## config.mk

```make
export PLATFORM = sky130hd
export DESIGN_NAME = cga_vram_arbiter
export DESIGN_NICKNAME = d
export VERILOG_FILES = /design/src/rtl/cga_vram_arbiter.sv
export SDC_FILE = /design/constraint.sdc
export NUM_CORES = 1
export LEC_CHECK = 0
export CAP_MARGIN = 20
export CORE_MARGIN = 5
export CORE_UTILIZATION = 40
export CTS_BUF_LIST = sky130_fd_sc_hd__clkbuf_4 sky130_fd_sc_hd__clkbuf_8
export CTS_CLUSTER_SIZE = 10
export DETAILED_ROUTE_END_ITERATION = 8
export GPL_TIMING_DRIVEN = 0
export PLACE_DENSITY = 0.79
export SETUP_SLACK_MARGIN = 0.02
export SLEW_MARGIN = 25
export SYNTH_ARGS = -nofsm -noshare
export SYNTH_HDL_FRONTEND = slang
export SYNTH_SLANG_ARGS = --single-unit
```

## constraint.sdc

```tcl
create_clock -name clk -period 3.4 [get_ports clk]
set_clock_uncertainty 0.05 [all_clocks]
set_input_delay 0.85 -clock clk [delete_from_list [all_inputs] [get_ports clk]]
set_output_delay 0.85 -clock clk [all_outputs]
set_load 0.05 [all_outputs]
```

## src/rtl/cga_vram_arbiter.sv

```systemverilog
// CGA framebuffer arbiter: video fetch owns the RAM, the CPU gets one
// slot per 32-clock sequencer frame and is held off with ISA wait states.
module cga_vram_arbiter #(
  parameter logic [4:0] CPU_SLOT     = 5'd17,
  parameter bit         USE_BUS_WAIT = 1'b1
) (
  input  logic        clk,
  input  logic        nRESET,
  input  logic [4:0]  clk_seq,
  input  logic        video_req,
  input  logic [14:0] video_a,
  input  logic [14:0] bus_a,
  input  logic        bus_mem_cs,
  input  logic        bus_memr_l,
  input  logic        bus_memw_l,
  input  logic [7:0]  bus_d,
  output logic [7:0]  bus_out,
  output logic        bus_rdy,
  output logic [14:0] ram_a,
  output logic        ram_we_l,
  output logic [7:0]  ram_wd,
  input  logic [7:0]  ram_rd
);

  typedef enum logic [2:0] {
    IDLE,
    WAIT_SLOT,
    ACCESS,
    CAPTURE,
    DONE
  } state_t;

  state_t state;
  state_t state_n;

  logic rd_m;
  logic rd_s;
  logic rd_p;
  logic wr_m;
  logic wr_s;
  logic wr_p;
  logic [1:0] fill;
  logic rd_arm;
  logic wr_arm;

  logic [14:0] a_q;
  logic [7:0]  d_q;
  logic        is_wr;
  logic        orphan;
  logic        rdy_q;

  logic rd_rise;
  logic wr_rise;
  logic trig_rd;
  logic trig_wr;
  logic slot_ok;
  logic strobe_on;
  logic access;
  logic wr_go;

  // A strobe only arms once it has been seen released after reset,
  // so a strobe still held from before reset never fires.
  always_ff @(posedge clk or negedge nRESET) begin
    if (!nRESET) begin
      rd_m   <= 1'b0;
      rd_s   <= 1'b0;
      rd_p   <= 1'b0;
      wr_m   <= 1'b0;
      wr_s   <= 1'b0;
      wr_p   <= 1'b0;
      fill   <= 2'b00;
      rd_arm <= 1'b0;
      wr_arm <= 1'b0;
    end else begin
      rd_m <= ~bus_memr_l;
      rd_s <= rd_m;
      rd_p <= rd_s;
      wr_m <= ~bus_memw_l;
      wr_s <= wr_m;
      wr_p <= wr_s;
      fill <= {fill[0], 1'b1};
      if (fill[1] && !rd_s) rd_arm <= 1'b1;
      if (fill[1] && !wr_s) wr_arm <= 1'b1;
    end
  end

  assign rd_rise   = rd_s & ~rd_p & rd_arm;
  assign wr_rise   = wr_s & ~wr_p & wr_arm;
  assign trig_rd   = rd_rise & ~wr_s;
  assign trig_wr   = wr_rise & ~rd_s;
  assign slot_ok   = (clk_seq == CPU_SLOT) & ~video_req;
  assign strobe_on = is_wr ? wr_s : rd_s;

  always_comb begin
    state_n = state;
    unique case (state)
      IDLE: begin
        if (bus_mem_cs && (trig_rd || trig_wr))
          state_n = WAIT_SLOT;
      end
      WAIT_SLOT: begin
        if (!is_wr && !rd_s)
          state_n = IDLE;
        else if (slot_ok)
          state_n = ACCESS;
      end
      ACCESS: begin
        state_n = is_wr ? DONE : CAPTURE;
      end
      CAPTURE: begin
        state_n = DONE;
      end
      DONE: begin
        if (orphan || !strobe_on)
          state_n = IDLE;
      end
      default: begin
        state_n = IDLE;
      end
    endcase
  end

  always_ff @(posedge clk or negedge nRESET) begin
    if (!nRESET) begin
      state   <= IDLE;
      rdy_q   <= 1'b1;
      bus_out <= 8'h00;
      a_q     <= '0;
      d_q     <= '0;
      is_wr   <= 1'b0;
      orphan  <= 1'b0;
    end else begin
      state <= state_n;
      rdy_q <= (state_n == IDLE) || (state_n == DONE);
      if (state == IDLE && state_n == WAIT_SLOT) begin
        a_q    <= bus_a;
        d_q    <= bus_d;
        is_wr  <= trig_wr;
        orphan <= 1'b0;
      end
      // A write whose strobe vanished still lands, but skips the DONE wait.
      if (state == WAIT_SLOT && is_wr && !wr_s)
        orphan <= 1'b1;
      if (state == CAPTURE)
        bus_out <= ram_rd;
      else if (state == DONE && state_n == IDLE)
        bus_out <= 8'h00;
    end
  end

  assign access   = (state == ACCESS);
  assign wr_go    = access & is_wr & ~video_req;
  assign ram_a    = access ? a_q : video_a;
  assign ram_we_l = ~wr_go;
  assign ram_wd   = wr_go ? d_q : 8'h00;
  assign bus_rdy  = USE_BUS_WAIT ? rdy_q : 1'b1;

endmodule

```

==> impl_metrics.json <==
{
  "maxCapViolCount": 0,
  "grt_usage": 0.1363,
  "cts_root_buf": "clkbuf_8",
  "dp_hpwl_mm": 3.656,
  "final_common_cell": "clkdlybuf4s50_1",
  "final_nets": 311,
  "period_minus_slack_ns": 3.298,
  "start_util": 0.4088,
  "hold_viol_final": 0,
  "required_ns": 2.50,
  "synthTopCellsByArea": "dfrtp_1 (51%), mux2_4 (18%), mux2_2 (6.0%)",
  "slew_headroom": 0.6571,
  "antenna_found_initial": 0,
  "ys_seq_elements": 47,
  "ant_nets": 0,
  "die_w_um": 84.79,
  "rsz0062_at_grt": "false",
  "via_count": 1556,
  "path_buf_inv": 2,
  "path_cells": "clkdlybuf4s50_1, nor3b_4, and2_1, dlygate4sd2_1",
  "power.total_uw": 1625,
  "clock_latency_ns": 0.29,
  "synth_top_area_cell": "dfrtp_1",
  "setup_tns_ns": 0,
  "crit_family": "buffers and inverters",
  "grt_max_degree": 30,
  "critical_path_class": "in2out",
  "rows": 27,
  "syn_nets": 214,
  "drt-pass1-iter-count": 4,
  "grt_pass1_vias": 1627,
  "synth_top_cell_area_share": 0.5145,
  "yosysSeqAreaShare": 0.5263,
  "hold_buffers": 0,
  "dieArea_um2": 7189,
  "hold_path_class": "reg2reg",
  "drv_slew": 0,
  "wl_per_cell_um": 14.72,
  "synth_ff_type": "dfrtp_1",
  "ios": 90,
  "numClockSinks": 47,
  "power.leakage_uw": 0.001597,
  "crit_path_max_incr_delay_ns": 0.52,
  "cts_inserted_buffers": 5,
  "core_um2": 5473,
  "avgSynthCellArea_um2": 14.25,
  "synth.distinct_cells": 35,
  "cts_tree": "yes",
  "gp_congestion": 0.7778,
  "status": "finished, final reports clean",
  "timing.final.ws_setup_ns": 0.1020,
  "timing.hold.ws_ns": 0.3097,
  "finalCritPeriodShare": 0.9700,
  "drive_above_1_share": 0.2353,
  "final_cell_mix": "clkdlybuf4s50_1 (69), dfrtp_1 (46), mux2_4 (27)",
  "cts_setup_buffers": 0,
  "drt_iter0_markers": 25,
  "peakVddDrop_mv": 0.2090,
  "syn_inst": 157,
  "synthArstFlopShare": 1.000,
  "clock_path_buffers": 2,
  "tightest_slew_ns": 0.5128,
  "power_density_nw_per_um2": 485.7,
  "drcViolationCount": 0,
  "end_kind": "primary output",
  "viasPerCell": 4.758,
  "diodes": 0,
  "slowest_stage": "dlygate4sd2_1",
  "area_growth_pct": 49.55,
  "netlist_area_um2": 2237,
  "worstPathArrival_ns": 2.40,
  "ys_warn_count": 0,
  "startpoint_type": "input pin",
  "portBuffers": 89,
  "path_max_fanout": 9,
  "grt_first_pass_wirelength_mm": 7.914,
  "fmax_mhz": 303.2,
  "clkTransAtPathRegs_ns": 0.08,
  "routed_wirelength_mm": 4.813,
  "place_ws_ns": -0.1924,
  "grt_overflow_total": 0,
  "htreeDepth": 2,
  "setup_viol": 0,
  "synth_edf_count": 0,
  "die_h_um": 84.79
}
## per-layer routing
metal	track usage	part of all wire	vias up	wire (µm)
met5	0	0	-	0
met4	0.03453	0.0042	0	20
met3	0.04416	0.082	2	394
met2	0.2206	0.46	63	2234
met1	0.1765	0.45	739	2163
li1	-	-	752	-
## stage by stage
step                      instances  cell area [µm²]  utilization
after floorplan                 157             2237            -
after global placement          318             3218       0.5880
after detailed placement        319             3233       0.5908
after CTS                       327             3323       0.6072
after global routing            327             3346       0.6113
final                           327             3346       0.6113
## report_power, final
group          switching (µW)  internal [µW]
clock                     181            185
combinational             231            273
sequential               74.5            680
## cells in the mapped netlist (2+ instances only)
| cell type | number |
|---|---|
| a21o_1 | 2 |
| and2_1 | 8 |
| and4bb_1 | 2 |
| buf_6 | 4 |
| dfrtp_1 | 46 |
| inv_1 | 7 |
| mux2_2 | 12 |
| mux2_4 | 27 |
| mux2i_1 | 9 |
| nand2_1 | 8 |
| o22ai_1 | 8 |
## cell type report
| type | count | area [µm²] |
|---|---|---|
| multi-input cells | 96 | 975.9 |
| clock buffers | 7 | 96.34 |
| fillers | 450 | 2127 |
| repair buffers | 90 | 914.6 |
| well taps | 72 | 90.09 |
| inverters | 8 | 30.03 |
| clock inverters | 1 | 7.507 |
| flip-flops and latches | 47 | 1177 |
| plain buffers | 6 | 53.80 |
## path summary, 6_finish.rpt
kind	cells after the start	endpoint	start	slack [ns]
max	4	ram_wd[3]	video_req	0.10
min	0	rd_s	rd_m	0.31
max reg2reg	4	d_q[1]	wr_s	1.66
min reg2reg	0	rd_s	rd_m	0.31
max in group asynchronous	2	d_q[0]	nRESET	2.36
min in group asynchronous	1	bus_out[0]	nRESET	0.43
## registers in the layout, summed over array words and instances, names as in the netlist
signal and cells:
wr_m 1, a_q 15, d_q 8, fill 2, is_wr 1, bus_rdy 1
orphan 1, bus_out 8, wr_s 1, wr_arm 1, wr_p 1, state 3
rd_m 1, rd_p 1, rd_s 1, rd_arm 1
## logic make-up (layout without fill, tap and decap cells)
| kind of cell | Yosys count | in the layout | synth area share |
|---|---|---|---|
| flops | 47 | 47 | 0.5263 |
| simple gates | 30 | 30 | 0.09117 |
| compound gates | 17 | 17 | 0.06152 |
| mux | 48 | 48 | 0.2819 |
| buf+inv | 14 | 112 | 0.03747 |
| other cells | 1 | 1 | 0.001676 |
## repair_timing
action	CTS	global route
setup endpoints to repair	11	10
resized for setup	11	10
gates cloned	0	0
hold endpoints to repair	0	0
(Power assumes the default switching activity.)
